### config.mk
export PLATFORM = sky130hd
export DESIGN_NAME = sseg_display_arbiter
export DESIGN_NICKNAME = d
export VERILOG_FILES = /design/src/rtl/sseg_display_arbiter_pkg.sv /design/src/rtl/sseg_display_arbiter_rr_pick.sv /design/src/rtl/sseg_display_arbiter.sv
export SDC_FILE = /design/constraint.sdc
export NUM_CORES = 1
export LEC_CHECK = 0
export ABC_AREA = 1
export BUFFER_PORTS_ARGS = -buffer_cell sky130_fd_sc_hd__buf_2
export CORE_MARGIN = 5
export CORE_UTILIZATION = 53
export CTS_CLUSTER_DIAMETER = 50
export DETAILED_ROUTE_END_ITERATION = 16
export MAX_ROUTING_LAYER = met4
export PLACE_DENSITY_LB_ADDON = 0.2
export SYNTH_ARGS = -nofsm -noshare
export SYNTH_HDL_FRONTEND = slang
export SYNTH_SLANG_ARGS = --single-unit
### constraint.sdc
create_clock -name clk -period 4.3 [get_ports clk]
set_clock_uncertainty 0.2 [all_clocks]
set_input_delay 0.215 -clock clk [delete_from_list [all_inputs] [get_ports clk]]
set_output_delay 0.215 -clock clk [all_outputs]
set_load 0.02 [all_outputs]
### src/rtl/sseg_display_arbiter_pkg.sv
// Shared types and constants for the hex-display arbiter.
// State encodings are fixed so waveforms read the same across builds.
package sseg_display_arbiter_pkg;

    typedef enum logic [1:0] {
        ST_IDLE = 2'd0,
        ST_HOLD = 2'd1,
        ST_KEEP = 2'd2
    } arb_state_e;

    // disp_hex_mux decimal points are active-low, so all-ones is "all off"
    localparam logic [3:0] DP_OFF = 4'b1111;

    // Distance of idx from ptr walking upward with wrap, used to find the first requester at/after ptr
    function automatic int rr_dist(input int idx, input int ptr, input int n);
        return (idx >= ptr) ? (idx - ptr) : (idx + n - ptr);
    endfunction

endpackage

### src/rtl/sseg_display_arbiter_rr_pick.sv
// Combinational round-robin pick: first requester at or after ptr, optionally skipping the owner.
// Zero latency; no backpressure, result is valid whenever any eligible request is present.
module sseg_display_arbiter_rr_pick
    import sseg_display_arbiter_pkg::*;
#(
    parameter int N_REQ = 4,
    parameter int PW    = 2
) (
    input  logic [N_REQ-1:0] req_i,
    input  logic [PW-1:0]    ptr_i,
    input  logic             excl_i,
    input  logic [PW-1:0]    owner_i,
    output logic             vld_o,
    output logic [PW-1:0]    idx_o
);

    int best_dist;

    always_comb begin
        vld_o     = 1'b0;
        idx_o     = '0;
        best_dist = N_REQ;
        for (int i = 0; i < N_REQ; i++) begin
            if (req_i[i] && !(excl_i && (owner_i == PW'(i))) &&
                (rr_dist(i, int'(ptr_i), N_REQ) < best_dist)) begin
                best_dist = rr_dist(i, int'(ptr_i), N_REQ);
                vld_o     = 1'b1;
                idx_o     = PW'(i);
            end
        end
    end

endmodule

### src/rtl/sseg_display_arbiter.sv
// Round-robin owner of the 4-digit hex display: grant 1 cycle after req, digits 1 cycle after grant.
// No backpressure (level requests); define SSEG_ARB_SRC_DP_EN to show the owner index on the dots.
module sseg_display_arbiter
    import sseg_display_arbiter_pkg::*;
#(
    parameter int N_REQ    = 4,
    parameter int HOLD_CYC = 50_000_000,
    parameter int HOLD_W   = 26
) (
    input  logic                 clk,
    input  logic                 reset_n,
    input  logic [N_REQ-1:0]     req,
    input  logic [16*N_REQ-1:0]  val,
    input  logic [4*N_REQ-1:0]   dp,
    output logic [N_REQ-1:0]     grant,
    output logic [3:0]           hex3,
    output logic [3:0]           hex2,
    output logic [3:0]           hex1,
    output logic [3:0]           hex0,
    output logic [3:0]           dp_out,
    output logic                 busy
);

    localparam int PW = (N_REQ > 1) ? $clog2(N_REQ) : 1;

    arb_state_e        state_q, state_d;
    logic [PW-1:0]     owner_q, owner_d;
    logic [PW-1:0]     ptr_q, ptr_d;
    logic [HOLD_W-1:0] cnt_q, cnt_d;
    logic [N_REQ-1:0]  grant_q, grant_d;
    logic [15:0]       hex_q, hex_d;
    logic [3:0]        dp_q, dp_d;
    logic              busy_q, busy_d;

    logic              pick_vld;
    logic [PW-1:0]     pick_idx;
    logic              hold_done;
    logic              owner_req;
    logic              take;

    // While someone owns the display only *other* requesters may take it over
    sseg_display_arbiter_rr_pick #(
        .N_REQ (N_REQ),
        .PW    (PW)
    ) u_pick (
        .req_i   (req),
        .ptr_i   (ptr_q),
        .excl_i  (state_q != ST_IDLE),
        .owner_i (owner_q),
        .vld_o   (pick_vld),
        .idx_o   (pick_idx)
    );

    assign hold_done = (cnt_q == HOLD_W'(HOLD_CYC - 1));
    assign owner_req = |(req & grant_q);

    always_comb begin
        take    = 1'b0;
        state_d = state_q;
        owner_d = owner_q;
        ptr_d   = ptr_q;
        cnt_d   = cnt_q;
        grant_d = grant_q;

        case (state_q)
            ST_IDLE: take = pick_vld;
            ST_HOLD: begin
                if (hold_done) begin
                    if (pick_vld) begin
                        take = 1'b1;
                    end else if (owner_req) begin
                        state_d = ST_KEEP;
                    end else begin
                        state_d = ST_IDLE;
                        grant_d = '0;
                    end
                end else begin
                    cnt_d = cnt_q + 1'b1;
                end
            end
            ST_KEEP: begin
                if (pick_vld) begin
                    take = 1'b1;
                end else if (!owner_req) begin
                    state_d = ST_IDLE;
                    grant_d = '0;
                end
            end
            default: begin
                state_d = ST_IDLE;
                grant_d = '0;
            end
        endcase

        if (take) begin
            state_d           = ST_HOLD;
            owner_d           = pick_idx;
            ptr_d             = (pick_idx == PW'(N_REQ - 1)) ? '0 : pick_idx + 1'b1;
            cnt_d             = '0;
            grant_d           = '0;
            grant_d[pick_idx] = 1'b1;
        end

        busy_d = (state_d != ST_IDLE);
    end

    // Digits track the current owner live; in IDLE the last picture stays up
    always_comb begin
        hex_d = hex_q;
        dp_d  = dp_q;
        if (state_q != ST_IDLE) begin
            for (int i = 0; i < N_REQ; i++) begin
                if (owner_q == PW'(i)) begin
                    hex_d = val[16*i +: 16];
`ifndef SSEG_ARB_SRC_DP_EN
                    dp_d  = dp[4*i +: 4];
`endif
                end
            end
        end
`ifdef SSEG_ARB_SRC_DP_EN
        dp_d = busy_d ? {1'b0, ~(3'(owner_d))} : DP_OFF;
`endif
    end

`ifdef SSEG_ARB_SRC_DP_EN
    logic dp_unused;
    assign dp_unused = ^dp;
`endif

    always_ff @(posedge clk or negedge reset_n) begin
        if (!reset_n) begin
            state_q <= ST_IDLE;
            owner_q <= '0;
            ptr_q   <= '0;
            cnt_q   <= '0;
            grant_q <= '0;
            hex_q   <= '0;
            dp_q    <= DP_OFF;
            busy_q  <= 1'b0;
        end else begin
            state_q <= state_d;
            owner_q <= owner_d;
            ptr_q   <= ptr_d;
            cnt_q   <= cnt_d;
            grant_q <= grant_d;
            hex_q   <= hex_d;
            dp_q    <= dp_d;
            busy_q  <= busy_d;
        end
    end

    assign grant  = grant_q;
    assign hex3   = hex_q[15:12];
    assign hex2   = hex_q[11:8];
    assign hex1   = hex_q[7:4];
    assign hex0   = hex_q[3:0];
    assign dp_out = dp_q;
    assign busy   = busy_q;

endmodule

==> results of run 1 <==
## layout by cell type (no fill, tap or decap), types with 2 or more instances in the layout
master / count
sky130_fd_sc_hd__nor2_2: 3
sky130_fd_sc_hd__or2_1: 8
sky130_fd_sc_hd__dlygate4sd3_1: 27
sky130_fd_sc_hd__xnor2_1: 6
sky130_fd_sc_hd__nor3b_1: 2
sky130_fd_sc_hd__ha_1: 16
sky130_fd_sc_hd__inv_2: 10
sky130_fd_sc_hd__buf_6: 2
sky130_fd_sc_hd__nand3_1: 51
sky130_fd_sc_hd__buf_2: 110
sky130_fd_sc_hd__nand2_1: 138
sky130_fd_sc_hd__buf_4: 14
sky130_fd_sc_hd__clkinv_2: 2
sky130_fd_sc_hd__nor3_1: 11
sky130_fd_sc_hd__o211ai_1: 20
sky130_fd_sc_hd__o21ai_1: 30
sky130_fd_sc_hd__a21oi_2: 3
sky130_fd_sc_hd__xor2_1: 17
sky130_fd_sc_hd__dfrtp_1: 52
sky130_fd_sc_hd__nor2_1: 47
sky130_fd_sc_hd__clkbuf_8: 13
sky130_fd_sc_hd__dfstp_2: 4
sky130_fd_sc_hd__a31oi_1: 20
sky130_fd_sc_hd__nor4_1: 5
sky130_fd_sc_hd__o21ai_2: 6
sky130_fd_sc_hd__nand2_2: 8
sky130_fd_sc_hd__clkbuf_16: 3
sky130_fd_sc_hd__or2_0: 10
sky130_fd_sc_hd__a21oi_1: 2
sky130_fd_sc_hd__nand2_4: 4
sky130_fd_sc_hd__o21ai_4: 2
sky130_fd_sc_hd__inv_1: 30
sky130_fd_sc_hd__nand4_1: 6
sky130_fd_sc_hd__nor3_2: 2
## power by group
group / switching [mW] / internal [mW] / total [mW]
registers: 0.183 / 0.768 / 0.951
logic: 1.44 / 0.945 / 2.39
clock network: 0.216 / 0.271 / 0.487
total: 1.84 / 1.98 / 3.83
## cells by family (layout without fill, tap and decap cells)
kind of cell / count (synthesis) / in the layout / synth area share
AOI/OAI and AO/OA: 87 / 87 / 0.137
xor gates and xnor gates: 23 / 23 / 0.0494
adders and majority gates: 17 / 17 / 0.0522
buffers and inverters: 70 / 216 / 0.0786
DFF: 57 / 57 / 0.351
and+or+nand+nor: 301 / 301 / 0.332
## final timing paths
kind                             from        end  slack (ns)  cells after the start
min                            dp[10]  dp_out[2]       0.009                      3
min reg2reg                 dp_out[2]  dp_out[2]        0.31                      2
min in group asynchronous     reset_n       busy        0.33                      3
max in group asynchronous     reset_n   ptr_q[1]        3.00                      3
max reg2reg                state_q[0]  cnt_q[10]        0.18                     36
max                        state_q[0]  cnt_q[10]        0.18                     36
## sequential cells by signal (all words and copies together), names as in the netlist
name	flops
grant	4
cnt_q	26
state_q	2
ptr_q	2
hex_q	16
busy	1
owner_q	2
dp_out	4
## metal layers
| metal | up-vias | wire, µm |
|---|---|---|
| met5 | - | 0 |
| met1 | 2037 | 5380 |
| met4 | 0 | 326 |
| li1 | 2132 | - |
| met2 | 197 | 5950 |
| met3 | 37 | 876 |
## worst max-delay path: cells and delay by family (launching register included)
| kind | cells | cell delay (ns) |
|---|---|---|
| AO/OA/AOI/OAI | 3 | 0.27 |
| adder cells (fa/ha/maj) | 4 | 0.84 |
| buffers and inverters | 6 | 0.51 |
| flip-flops | 1 | 0.37 |
| AND/OR/NAND/NOR | 23 | 1.78 |
## cell type report
class	instances	area share
timing repair buffer	158	0.199
tap	102	0.0237
clock inverter	2	0.00186
inverter	42	0.0307
multi-input combinational	428	0.445
clock buffer	14	0.0339
sequential	57	0.266
## timing repair
action,4_1_cts,5_1_grt
buffers inserted,1,5
hold buffers,27,0
hold endpoints to repair,73,0
pin swaps,0,3
gates resized for setup,5,22
cloned,1,5
setup endpoints to repair,29,36
==> results.md, run 1 <==
- The flow ran to the end, and the final reports show no timing, DRC or antenna violations.
- The max-slew violation count is 0.
- The number of DRC violations after detailed routing is 0.
- Timing would allow up to 0.243 GHz.
- In the global route stage, met2 resource usage came out at 0.422.
- The cell total after placement is around 750.
- After routing the design area is roughly 5400 µm².
- The number of hold violations in the final report is 0.
- After layout, the worst setup slack is around 0.18 ns.
- The die covers 9540 µm².
- The routed length per placed instance is around 16 µm.
- The relative slew slack is 0.267.
- The clock drives 57 sinks.
- Across the whole layout, storage elements account for between 1000 and 1500 µm².
- Buffers placed on the I/O ports in this run total between 100 and 150.
- The share of async-settable or async-resettable flops after synthesis is 1.00.
- The cell repeated most along the worst path is sky130_fd_sc_hd__nand2_1.
- The post-synthesis cell type with the largest combined area is sky130_fd_sc_hd__dfrtp_1.
- For this run the aggregate overflow at the end of global routing stands at 0.
- The TritonCTS clock tree is built.
- The total number of vias is between 4000 and 5000.
- The busiest layer in global routing is met2.
- The filler-free cell count of the finished design is ~800.
- The post-placement cell area is 4670 µm².
- The number of global-route vias before repair is ~4300.
- The leakage dissipation is 2.46 nW.
- The distinct cell type count of the synthesized netlist is 39.
- The slew at the pin with the worst max-slew slack is ~1.1 ns.
- The required time reported for the critical path endpoint is 4.32 ns.
- The path class of the lowest-slack min-delay path is in2reg.
- The number of antenna cells inserted is 0.
- The detailed-route wire length is 12500 µm.
- The die is a little under 100 µm wide.
- In this run the vertical extent of the chip is a little under 100 µm.
- The share of the synthesized area in the top cell type is 0.325.
- At the placement stage, the worst setup path has a slack of -0.0834 ns.
- The category of the critical setup timing path is reg2reg.
- For this run, the number of Yosys warnings is 0.
- The count of TritonRoute iterations in the first routing pass is 5.
- The multi-input gate area in the final layout is approximately 2400 µm².
- The most used flip-flop cell after synthesis is sky130_fd_sc_hd__dfrtp_1.
- Across the VDD grid, the largest voltage drop is roughly 0.39 mV.
- The number of nets with antenna violations after detailed routing is 0.
- The count of flip-flops with a built-in enable after synthesis is 0.
- Ranked by total cell area, the synthesized netlist is headed by sky130_fd_sc_hd__dfrtp_1 33%, sky130_fd_sc_hd__nand2_1 13%, sky130_fd_sc_hd__nand3_1 6.3%.
- The synthesized netlist occupies a cell area of between 4000 and 5000 µm².
- The routability-driven placement congestion ratio is approximately 0.94.
- The clock slew at the register clock pins of the worst setup and hold paths is roughly 0.07 ns.
- Max-cap violations in this run came to 0.
- The per-instance average area after synthesis is between 7 and 8 µm².
- The first routing iteration left roughly 270 violations.
- The mean number of vias per cell is between 5 and 6.
- The later pin in the worst-skew pair is clocked with a latency of around 0.34 ns.
- The slowest stage of the critical path is the sky130_fd_sc_hd__dfrtp_1 cell.
- After synthesis, the most frequently instantiated cells are 143 x sky130_fd_sc_hd__nand2_1, 53 x sky130_fd_sc_hd__dfrtp_1, 51 x sky130_fd_sc_hd__nand3_1.
- The part of the Yosys area used for sequential elements is 0.351.
- The global-route usage over all layers is 0.258.
- The largest net degree at the start of global routing is 58.
- The net count of the finished layout is 799.
- The highest net fanout along the worst path is 7.
- The clock root buffer master is sky130_fd_sc_hd__clkbuf_8.
- sky130_fd_sc_hd__nand2_1 is the most common cell in the netlist.
- The nature of the critical path startpoint is a flip-flop.
- After floorplanning, the core was sized to cover 7610 µm².
- The final cycle utilization of the critical path is 0.959.
- For met1 alone, demand over resource in global routing was 0.323.
- The worst setup path is captured at a flip-flop.
- The post-detailed-placement half-perimeter wirelength is roughly 8300 µm.
- The final-report setup violation count is 0.
- The proportion of layout cells with a drive suffix above 1 is 0.278.
- Synthesis produced around 560 cells.
- For this configuration, the core starts out at a cell density of 0.536.
- For met3 alone, demand over resource in global routing was 0.0488.
- The first global-routing pass estimated 19800 µm of wire.
- The floorplan has 32 rows.
- In this run the power density over the cells is about 700 nW/µm².
- For this run, the share of the core covered by cells in the final layout is 0.708.
- The number of antenna violations at the first check in global routing was 0.
- In this run, synthesis produced a sequential element count of 57.
- The area overhead of the layout relative to synthesis is 32.1%.
- The final-layout worst hold slack is about 0.009 ns.
- The maximum level of the CTS H-tree is 3.
- The boundary pin count is ~110.
- The setup TNS is 0 ns.
- After layout, the minimum clock period comes to around 4.1 ns.
- The delay of the slowest cell on the worst path is between 0.3 and 0.4 ns.
- The CTS buffer count is 9.
- Data on the critical path arrives at its endpoint at slightly above 4 ns.
- The number of fillers in the final layout is 607.
- After layout, the design draws a total of 3.83 mW.
- The number of nets in the synthesized netlist is 658.
- In this run the deepest clock path goes through 2 buffers.
No activity file was read; power rests on OpenSTA's default activity.
==> inputs of run 2 (changes only) <==
--- a/config.mk
+++ b/config.mk
@@ -8,7 +8,7 @@
 export ABC_AREA = 1
 export BUFFER_PORTS_ARGS = -buffer_cell sky130_fd_sc_hd__buf_2
 export CORE_MARGIN = 5
-export CORE_UTILIZATION = 53
+export CORE_UTILIZATION = 48
 export CTS_CLUSTER_DIAMETER = 50
 export DETAILED_ROUTE_END_ITERATION = 16
 export MAX_ROUTING_LAYER = met4
==> constraint.sdc (replaced) <==
create_clock -name clk -period 3.55 [get_ports clk]
set_clock_uncertainty 0.2 [all_clocks]
set_input_delay 0.1775 -clock clk [delete_from_list [all_inputs] [get_ports clk]]
set_output_delay 0.1775 -clock clk [all_outputs]
set_load 0.02 [all_outputs]
==> results.md, run 2 (synthesized netlist as in run 1, its figures left out) <==
- The number of DRC violations after detailed routing was 0 (unchanged).
- The max-cap check violation count is 0 (unchanged).
- The TritonCTS clock tree is built (unchanged).
- The path class of the lowest-slack min-delay path is in2reg (unchanged).
- The endpoint type of the worst setup path is a flip-flop (unchanged).
- The cell repeated most along the worst path is sky130_fd_sc_hd__nand2_1 (unchanged).
- The number of sinks handled by clock tree synthesis is 57 (unchanged).
- The data arrival time of the worst path is 4.00 ns (was 4.15 ns).
- The number of antenna violations at the first check in global routing is 0 (unchanged).
- The post-detailed-placement half-perimeter wirelength is 8420 µm (was 8330 µm).
- The checks that failed: hold timing, setup timing.
- The number of core rows is 33 (was 32).
- The busiest layer in global routing is met2 (unchanged).
- The maximum level of the CTS H-tree was 3 (unchanged).
- The overall power is 5.70 mW (was 3.83 mW).
- The filler-free cell count of the finished design came to 862 (was 803).
- The mean number of vias per cell came to 5.37 (was 5.48).
- The highest net fanout along the worst path is 8 (was 7).
- The routed length per placed instance is 15.6 µm (about the same).
- The net count of the finished layout is 855 (was 799).
- The vertical die dimension is 102 µm (was 97.7 µm).
- The setup TNS is -13.43 ns (was 0 ns).
- The clock root buffer master is sky130_fd_sc_hd__clkbuf_8 (unchanged).
- The area of the core is 8260 µm² (was 7610 µm²).
- The cell total after placement is 779 (was 748).
- The final-report setup violation count came to 37 (was 0).
- The number of hold violations in the final report is 1 (was 0).
- The met2 track utilization from global routing is 0.420 (was 0.422).
- The total grt overflow is 0 (unchanged).
- The relative slew slack is 0.452 (was 0.267).
- The routability-driven placement congestion ratio is 0.922 (was 0.937).
- The area enclosed by the die boundary is 10400 µm² (was 9540 µm²).
- The met3 layer usage reported by global route was 0.0430 (was 0.0488).
- The clock slew at the register clock pins of the worst setup and hold paths is 0.07 ns (about the same).
- The violation count after the first detailed-route iteration was 246 (was 272).
- The number of nets with antenna violations after detailed routing is 0 (unchanged).
- The worst setup margin came to -0.417 ns (was 0.176 ns).
- The most flop-heavy register is cnt_q (unchanged).
- The delay of the slowest cell on the worst path is 0.40 ns (was 0.37 ns).
- The latest clock arrival within the worst-skew pair is 0.34 ns (about the same).
- The max-slew violation count is 0 (unchanged).
- The global-route wire length before repair is 20400 µm (was 19800 µm).
- The final cycle utilization of the critical path was 1.12 (was 0.959).
- The number of global-route vias before repair was 4501 (was 4303).
- The most common library cell in the layout ignoring fill and taps was sky130_fd_sc_hd__buf_2 (was sky130_fd_sc_hd__nand2_1).
- The boundary pin count was 111 (unchanged).
- The worst supply voltage drop on vdd is 0.631 mV (was 0.388 mV).
- The total number of vias is 4627 (was 4403).
- The count of TritonRoute iterations in the first routing pass is 5 (unchanged).
- The final-layout worst hold slack came to -0.0143 ns (was 0.00889 ns).
- The category of the critical setup timing path was reg2reg (unchanged).
- Setup repair after global routing could not meet its margin everywhere.
- The largest net degree at the start of global routing was 44 (was 58).
- The initial core utilization came to 0.493 (was 0.536).
- The maximum clock frequency is 0.252 GHz (was 0.243 GHz).
- The number of buffers added on ports is 110 (unchanged).
- The number of antenna cells inserted came to 0 (unchanged).
- The leakage dissipation was 2.89 nW (was 2.46 nW).
- The CTS buffer count is 9 (unchanged).
- The required time reported for the critical path endpoint came to 3.58 ns (was 4.32 ns).
- The critical-path cell with the highest stage delay is sky130_fd_sc_hd__dfrtp_1 (unchanged).
- The global-route usage over all layers came to 0.250 (was 0.258).
- The deepest clock path buffer count is 2 (unchanged).
- Registers with the most flip-flops: cnt_q x26, hex_q x16 (unchanged).
- The slew at the pin with the worst max-slew slack is 0.822 ns (was 1.10 ns).
- The clock period minus final worst setup slack came to 3.97 ns (was 4.12 ns).
- The power per cell area is 924 nW/µm² (was 711 nW/µm²).
- The proportion of layout cells with a drive suffix above 1 is 0.382 (was 0.278).
- The worst slack at placement is -0.369 ns (was -0.0834 ns).
- The area overhead of the layout relative to synthesis came to 51.3% (was 32.1%).
- The detailed-route wire length is 13400 µm (was 12500 µm).
- The nature of the critical path startpoint is a flip-flop (unchanged).
- The horizontal die dimension is 102 µm (was 97.7 µm).
- Highest-count cells in the layout ignoring fill and taps: 110 x sky130_fd_sc_hd__buf_2, 108 x sky130_fd_sc_hd__nand2_1, 53 x sky130_fd_sc_hd__dfrtp_1 (was 138 x sky130_fd_sc_hd__nand2_1, 110 x sky130_fd_sc_hd__buf_2, 52 x sky130_fd_sc_hd__dfrtp_1).
- The met1 global-route usage was 0.300 (was 0.323).
- Result of the run: finished, violations left (was complete, no violations).
- The flip-flop count of the largest register after layout is 26 (unchanged).
-- run 2: path summary, 6_finish.rpt --
kind	startpoint	endpoint	slack, ns	depth (start not counted)
setup / recovery	state_q[1]	cnt_q[0]	-0.42	36
hold / removal	val[34]	hex_q[2]	-0.01	3
min in group asynchronous	reset_n	cnt_q[14]	0.26	2
max in group asynchronous	reset_n	dp_out[0]	2.03	3
hold reg to reg	dp_out[0]	dp_out[0]	0.31	2
setup reg to reg	state_q[1]	cnt_q[0]	-0.42	36
-- run 2: per-stage QoR --
step | instance area [µm²] | utilization | hold slack (ns)
final | 6160 | 0.747 | -0.0143
after global routing | 6160 | 0.747 | 0.0148
after CTS | 5800 | 0.702 | 0.000922
after detailed placement | 4920 | 0.596 | 0.123
after global placement | 4920 | 0.596 | 0.116
after floorplan | 4130 | - | -0.318
-- run 2: final cells by class --
type                       instances  area [µm²]
clock buffer                      11         141
timing repair inverter             2        17.5
inverter                          42         173
clock inverter                     5         103
sequential                        57        1430
timing repair buffer             212        1530
fill                             610        2090
tap                              105         131
multi-input combinational        428        2640
-- run 2: critical path: cells and delay by family (launching register included) --
family / cells / cell delay (ns)
buffers and inverters: 6 / 0.48
adders and majority gates: 4 / 0.82
DFF: 1 / 0.40
and+or+nand+nor: 22 / 1.69
AOI/OAI and AO/OA: 4 / 0.27
-- run 2: report_power, final --
group          leakage [nW]  switching, mW  internal (mW)
registers             0.719          0.223          0.928
logic                  2.05           2.05           1.73
clock network         0.120          0.278          0.485
-- run 2: timing repair --
| action | CTS | global route |
|---|---|---|
| resized for setup | 25 | 65 |
| endpoints found under the setup margin | 37 | 37 |
| setup buffers | 18 | 7 |
| gates cloned | 2 | 4 |
| pin swaps | 7 | 25 |
| hold buffers | 37 | 0 |
| hold endpoints to repair | 55 | 0 |
-- run 2: routing by layer --
metal | part of all wire | vias up
met1 | 0.40 | 2167
li1 | - | 2246
met2 | 0.51 | 173
met3 | 0.054 | 41
met5 | 0 | -
met4 | 0.035 | 0
